--- config.mk ---
export PLATFORM = sky130hd
export DESIGN_NAME = digit_serial_adder
export DESIGN_NICKNAME = d
export VERILOG_FILES = /design/src/rtl/digit_serial_adder.sv
export SDC_FILE = /design/constraint.sdc
export NUM_CORES = 1
export LEC_CHECK = 0
export CORE_ASPECT_RATIO = 1.2
export CORE_UTILIZATION = 40
export CTS_CLUSTER_DIAMETER = 120
export DETAILED_ROUTE_END_ITERATION = 6
export PLACE_DENSITY = 0.64
export RECOVER_POWER = 50
export REMOVE_ABC_BUFFERS = 1
export SKIP_CTS_REPAIR_TIMING = 1
export SLEW_MARGIN = 0
export SYNTH_ARGS = -nofsm -noshare
export SYNTH_HDL_FRONTEND = slang
export SYNTH_SLANG_ARGS = --single-unit
--- constraint.sdc ---
create_clock -name clk -period 1.9 [get_ports clk]
set_input_delay 0.38 -clock clk [delete_from_list [all_inputs] [get_ports clk]]
set_output_delay 0.38 -clock clk [all_outputs]
set_load 0.05 [all_outputs]
--- src/rtl/digit_serial_adder.sv ---
// Multi-cycle adder/subtractor: WIDTH-bit operands are consumed DIGIT bits per
// clock, LSB digit first, with one carry flop linking consecutive digits.
module digit_serial_adder #(
    parameter int WIDTH = 32,
    parameter int DIGIT = 4
) (
    input  logic             clk,
    input  logic             rst_n,
    input  logic             in_valid,
    output logic             in_ready,
    input  logic [WIDTH-1:0] a,
    input  logic [WIDTH-1:0] b,
    input  logic             cin,
    input  logic             sub,
    output logic             out_valid,
    input  logic             out_ready,
    output logic [WIDTH-1:0] sum,
    output logic             cout,
    output logic             ovf
);

    // Handshake: a transfer happens on a rising edge where valid && ready are
    // both high; in_ready is high only in IDLE, out_valid only in DONE.

    localparam int N  = WIDTH / DIGIT;
    localparam int CW = (N > 1) ? $clog2(N) : 1;

    generate
        if (WIDTH < 1 || DIGIT < 1 || DIGIT > WIDTH || (WIDTH % DIGIT) != 0) begin : g_bad_params
            $error("digit_serial_adder: need 1 <= DIGIT <= WIDTH and WIDTH %% DIGIT == 0");
        end
    endgenerate

    typedef enum logic [1:0] {IDLE, RUN, DONE} state_t;

    state_t           state;
    logic [WIDTH-1:0] a_sr;
    logic [WIDTH-1:0] b_sr;
    logic             carry;
    logic [CW-1:0]    cnt;

    logic [DIGIT:0]   dsum;
    logic             c_msb;
    logic [WIDTH-1:0] sum_next;

    always_comb begin
        dsum     = {1'b0, a_sr[DIGIT-1:0]} + {1'b0, b_sr[DIGIT-1:0]} + {{DIGIT{1'b0}}, carry};
        // Carry into the digit's top bit recovered from that bit's operands and result.
        c_msb    = a_sr[DIGIT-1] ^ b_sr[DIGIT-1] ^ dsum[DIGIT-1];
        sum_next = (sum >> DIGIT) | (WIDTH'(dsum[DIGIT-1:0]) << (WIDTH - DIGIT));
    end

    always_ff @(posedge clk or negedge rst_n) begin
        if (!rst_n) begin
            state     <= IDLE;
            in_ready  <= 1'b1;
            out_valid <= 1'b0;
            a_sr      <= '0;
            b_sr      <= '0;
            carry     <= 1'b0;
            cnt       <= '0;
            sum       <= '0;
            cout      <= 1'b0;
            ovf       <= 1'b0;
        end else begin
            case (state)
                IDLE: begin
                    if (in_valid && in_ready) begin
                        a_sr     <= a;
                        b_sr     <= sub ? ~b : b;
                        carry    <= sub ? 1'b1 : cin;
                        cnt      <= '0;
                        in_ready <= 1'b0;
                        state    <= RUN;
                    end
                end
                RUN: begin
                    a_sr  <= a_sr >> DIGIT;
                    b_sr  <= b_sr >> DIGIT;
                    sum   <= sum_next;
                    carry <= dsum[DIGIT];
                    cnt   <= cnt + 1'b1;
                    if (cnt == CW'(N - 1)) begin
                        cout      <= dsum[DIGIT];
                        ovf       <= dsum[DIGIT] ^ c_msb;
                        out_valid <= 1'b1;
                        state     <= DONE;
                    end
                end
                DONE: begin
                    if (out_valid && out_ready) begin
                        out_valid <= 1'b0;
                        in_ready  <= 1'b1;
                        state     <= IDLE;
                    end
                end
                default: begin
                    state     <= IDLE;
                    in_ready  <= 1'b1;
                    out_valid <= 1'b0;
                end
            endcase
        end
    end

endmodule

# After elaboration in Yosys (flattened, before gate mapping)

Index checks and enable logic that the tools add are counted.

Bits in registers: 106

Reductions and logical operators: 9
$add $sub $neg: 3
Equal/unequal tests: 6
Bitwise gates (word level): 7
Muxes and demuxes: 20

Operator list:

| kind                                                                   | number |
|---|---|
| 32-bit case mux with 2 select lines                                    | 2 |
| 32-bit two-way mux                                                     | 3 |
| 32-bit NOT                                                             | 1 |
| 28-bit by 32-bit bitwise OR with 32-bit output                         | 1 |
| 3-bit AND reduction                                                    | 3 |
| 1-bit two-way mux                                                      | 6 |
| 2-bit two-way mux                                                      | 3 |
| 2-bit inequality test (second input constant)                          | 3 |
| 1-bit case mux with 3 select lines                                     | 2 |
| 2-bit case mux with 3 select lines                                     | 1 |
| 3-bit case mux with 2 select lines                                     | 1 |
| 4-bit by 4-bit adder with 5-bit output                                 | 1 |
| 5-bit by 1-bit adder with 5-bit output                                 | 1 |
| 2-bit AND reduction                                                    | 2 |
| 3-bit by 1-bit adder with 3-bit output (second input constant)         | 1 |
| 3-bit equality test (second input constant)                            | 1 |
| 3-bit two-way mux                                                      | 1 |
| 1-bit bitwise XOR                                                      | 3 |
| 2-bit by 1-bit equality test with 1-bit output (second input constant) | 1 |
| 2-bit equality test (second input constant)                            | 1 |
| 1-bit logical AND                                                      | 2 |
| 2-bit zero test                                                        | 1 |
| 1-bit NOT                                                              | 2 |
| 1-bit case mux with 2 select lines                                     | 1 |
| 2-bit nonzero test                                                     | 1 |

# Logic depth before layout (Yosys ltp)

Word-level depth: 4
Mapped depth: 8
Depth with buffers taken out: 7

# Worst setup path before layout

No wires, ideal clock.

Path type: register to register
Start point: register in_ready
End point: register a_sr[18]
Path slack: 0.213 ns
Arrival: 1.606 ns
Cell stages (with the launch flop): 8
Path through: dfstp_2 and3b_1 buf_6 or2_1 buf_6 buf_6 nor2_2 a31oi_2

Word-level cells in the longest chain between the ends: 3

RTL lines:

| element                                | RTL line | text |
|---|---|---|
| start: declaration                     | 10       | `output logic in_ready,` |
| start signal: assignment               | 56       | `in_ready <= 1'b1;` |
| start signal: assignment               | 73       | `in_ready <= 1'b0;` |
| start signal: assignment               | 93       | `in_ready <= 1'b1;` |
| 1-bit logical AND                      | 68       | `if (in_valid && in_ready) begin` |
| 2-bit inequality test (no source line) | -        |  |
| 2-bit AND reduction (no source line)   | -        |  |
| end signal: assignment                 | 78       | `a_sr <= a_sr >> DIGIT;` |
| end: declaration                       | 37       | `logic [WIDTH-1:0] a_sr;` |

Every way passes these cells.
A chain may end at the register's enable or synchronous reset.

# Final worst setup path

Start point: register sum[3]
End point: output port sum[3]

RTL lines:

| element                  | RTL line | text |
|---|---|---|
| start: declaration       | 17       | `output logic [WIDTH-1:0] sum,` |
| start signal: assignment | 80       | `sum <= sum_next;` |

No word-level cell between the ends.

==> flow_summary.toml <==
[drt]
drc = 0
vias_per_cell = 4.90
dr_total_vias = 3776
drtIter0Drc = 156
wl_per_cell_um = 13.6
routed_wl_um = 10500
postRouteAntennaNets = 0
drtPass1Iterations = 4

[synth]
synth_edf_count = 0
synth_top_area_share_pct = 54.3
ys_seq_area_share_pct = 54.8
synthMuxAreaShare_pct = 0.439
synth-compound-area-share_pct = 14.7
ys_top_cells_by_area = "dfrtp_1 54%, nand2_1 11%, xnor2_1 5.8%, nor2_1 4.3%, o21ai_0 3.7%"
synth_common_cells = "137 x nand2_1, 105 x dfrtp_1, 56 x nor2_1"
yosys.area_share.adder_pct = 2.12
ys.flop_type = "dfrtp_1"
synth.ff_latch_count = 106
synth_xor_area_share_pct = 6.33
synth_top_family_by_area = "simple AND/OR/NAND/NOR gates"
synthCells = 510
syn_area_mm2 = 0.00484
synthSimpleGateAreaFrac_pct = 17.2
avgSynthCellArea_um2 = 9.49
synth_warnings = 0
yosysMostFrequentCell = "nand2_1"
synth_cell_type_count = 31
yosysTopAreaCell = "dfrtp_1"
synth-async-reset-ratio_pct = 100

[pwr]
switchingPower_mw = 4.02
ir_drop_mv = 0.493
p_comb_share_pct = 42.8
swShare_pct = 40.9
powerDensity_mw_per_mm2 = 1530
p_leak_nw = 3.15
seq_power_share_pct = 37.8
clock_power_share_pct = 19.4
intPower_mw = 5.79
power_mw = 9.81

[hold_path]
timing.hold.worst.class = "in2async"

[placed_design]
dp_hpwl_um = 7090
dpl.cell_count = 752
finalWeightedCongestion = 0.729
dpl_cell_area_mm2 = 0.00610
dpl_worst_slack_ps = -28.2
port_buffers = 105

[global_routing]
grt_overflow = 0
grt_pass1_wl_um = 17200
track_usage_pct = 17.8
grt_pass1_vias = 3618
grt_max_degree = 74
antenna_found_initial = 0

[clock_network]
cts-buffers-inserted = 9
cts_sinks = 106
cts-root-buf = "clkbuf_16"
cts_buffer_depth = 2
cts_tree = "built"
htree_levels = 3
clkTransAtPathRegs_ps = 70
clock_latency_ps = 340

[layout]
drive_gt1_share_pct = 10.3
nets = 686
num-fill-cells = 1068
seqCellArea_mm2 = 0.00265
areaGrowthSynthToFinish_pct = 32.5
fin_cells = 771
antennaDiodeCount = 0
multiInputGateArea_mm2 = 0.00200
fin_area_mm2 = 0.00642

[setup_path]
crit_chain = "clkdlybuf4s50_1"
cp.required_ps = 1520
path_max_fanout = 2
cp.arrival_ps = 1480
cp-startpoint = "sum[3]$_DFFE_PN0P_"
crit_family = "buffers and inverters"
crit_path_end_kind = "output pin"
criticalPathCategory = "reg2out"
r2r_start = "b_sr[0]$_DFFE_PN0P_"
r2r_slack_ps = 110
worstPathBufferInverterCount = 1
critPathSlowestCell = "clkdlybuf4s50_1"
reg2reg_depth = 7
r2r-end = "ovf$_DFFE_PN0P_"
start_kind = "register"
critPathMaxStageDelay_ps = 800

[timing]
setup_viol = 0
finClkSkew_ps = 6.49
worst_slew_pin_slew_ps = 1060
whs_ps = 216
worst_slack_ps = 37.8
max_freq_mhz = 537
slew_headroom_pct = 29.2
rsz0062_at_grt = "yes"
hold_viol_final = 0
fin_crit_ps = 1860
drv_slew = 0
timing.final.crit_share_pct = 98.0

[floorplan]
fp.dieW_um = 102
die_h_um = 123
start_util_pct = 41.5
fp-row-count = 43
ioPinCount = 106
core_area_mm2 = 0.0117
die_area_mm2 = 0.0125

[run]
max_cap_violations = 0

[run_status]
outcome = "completed"
## power by group through the flow
stage               Combinational, mW  Clock, mW  Sequential (mW)
finish                           4.20       1.90             3.70
global placement                 4.19          0             3.73
detailed placement               4.29          0             3.76
CTS                              4.29       1.95             3.73
floorplan                        1.92          0             4.58
global route                     4.66       2.03             3.82
## layer usage
| metal | vias up | global-route usage [%] | wire length (um) |
|---|---|---|---|
| li1 | 1881 | - | - |
| met1 | 1793 | 23.9 | 4840 |
| met2 | 91 | 28.0 | 4950 |
| met3 | 11 | 3.64 | 515 |
| met4 | 0 | 7.32 | 161 |
| met5 | - | 0 | 0 |
## state kept, by name, indices dropped and copies added (netlist names)
name       cells
a_sr          32
state          2
sum           32
in_ready       1
carry          1
cnt            3
cout           1
b_sr          32
out_valid      1
ovf            1
## cell families after synthesis
logic type / Yosys count
adders and majority gates: 7
AOI/OAI and AO/OA: 110
and+or+nand+nor: 210
DFF: 106
muxes: 2
buffers and inverters: 40
xor gates and xnor gates: 35
## metrics by stage
stage	setup TNS, ps	util (%)
floorplan	-250760	-
global placement	0	52.3
detailed placement	-71.9	52.3
CTS	-309	54.9
global route	-68.1	55.0
finish	0	55.0
## worst max path at each step
stage,to,slack (ps),cells after the start
detailed placement,a_sr[3]$_DFFE_PN0P_,-30,6
finish,sum[3],40,1
CTS,sum[7],-30,1
global placement,a_sr[0]$_DFFE_PN0P_,30,6
global route,ovf$_DFFE_PN0P_,-70,7
floorplan,b_sr[13]$_DFFE_PN0P_,-3050,4
## layout by cell type (no fill, tap or decap), types with 2 or more instances in the layout
cell / n
a211oi_1: 2
a21oi_1: 17
a22o_1: 3
a22oi_1: 15
a31oi_2: 10
buf_12: 7
buf_4: 10
clkbuf_1: 13
clkbuf_16: 9
clkbuf_2: 3
clkbuf_8: 2
clkdlybuf4s50_1: 67
clkinvlp_4: 2
dfrtp_1: 105
dlymetal6s2s_1: 23
fa_1: 2
ha_1: 5
inv_1: 4
nand2_1: 136
nand2b_1: 2
nor2_1: 56
nor2_2: 10
o21ai_0: 36
o21ai_1: 5
o22ai_1: 18
xnor2_1: 32
xor2_1: 3
## layout make-up
cell class | instances | area share (%)
well taps | 157 | 3.06
inverters | 4 | 0.234
clock buffers | 12 | 4.00
clock inverters | 4 | 0.780
flip-flops and latches | 106 | 41.4
multi-input cells | 364 | 31.1
repair buffers | 124 | 19.5
Note: power is estimated with default switching activity, not from simulation.
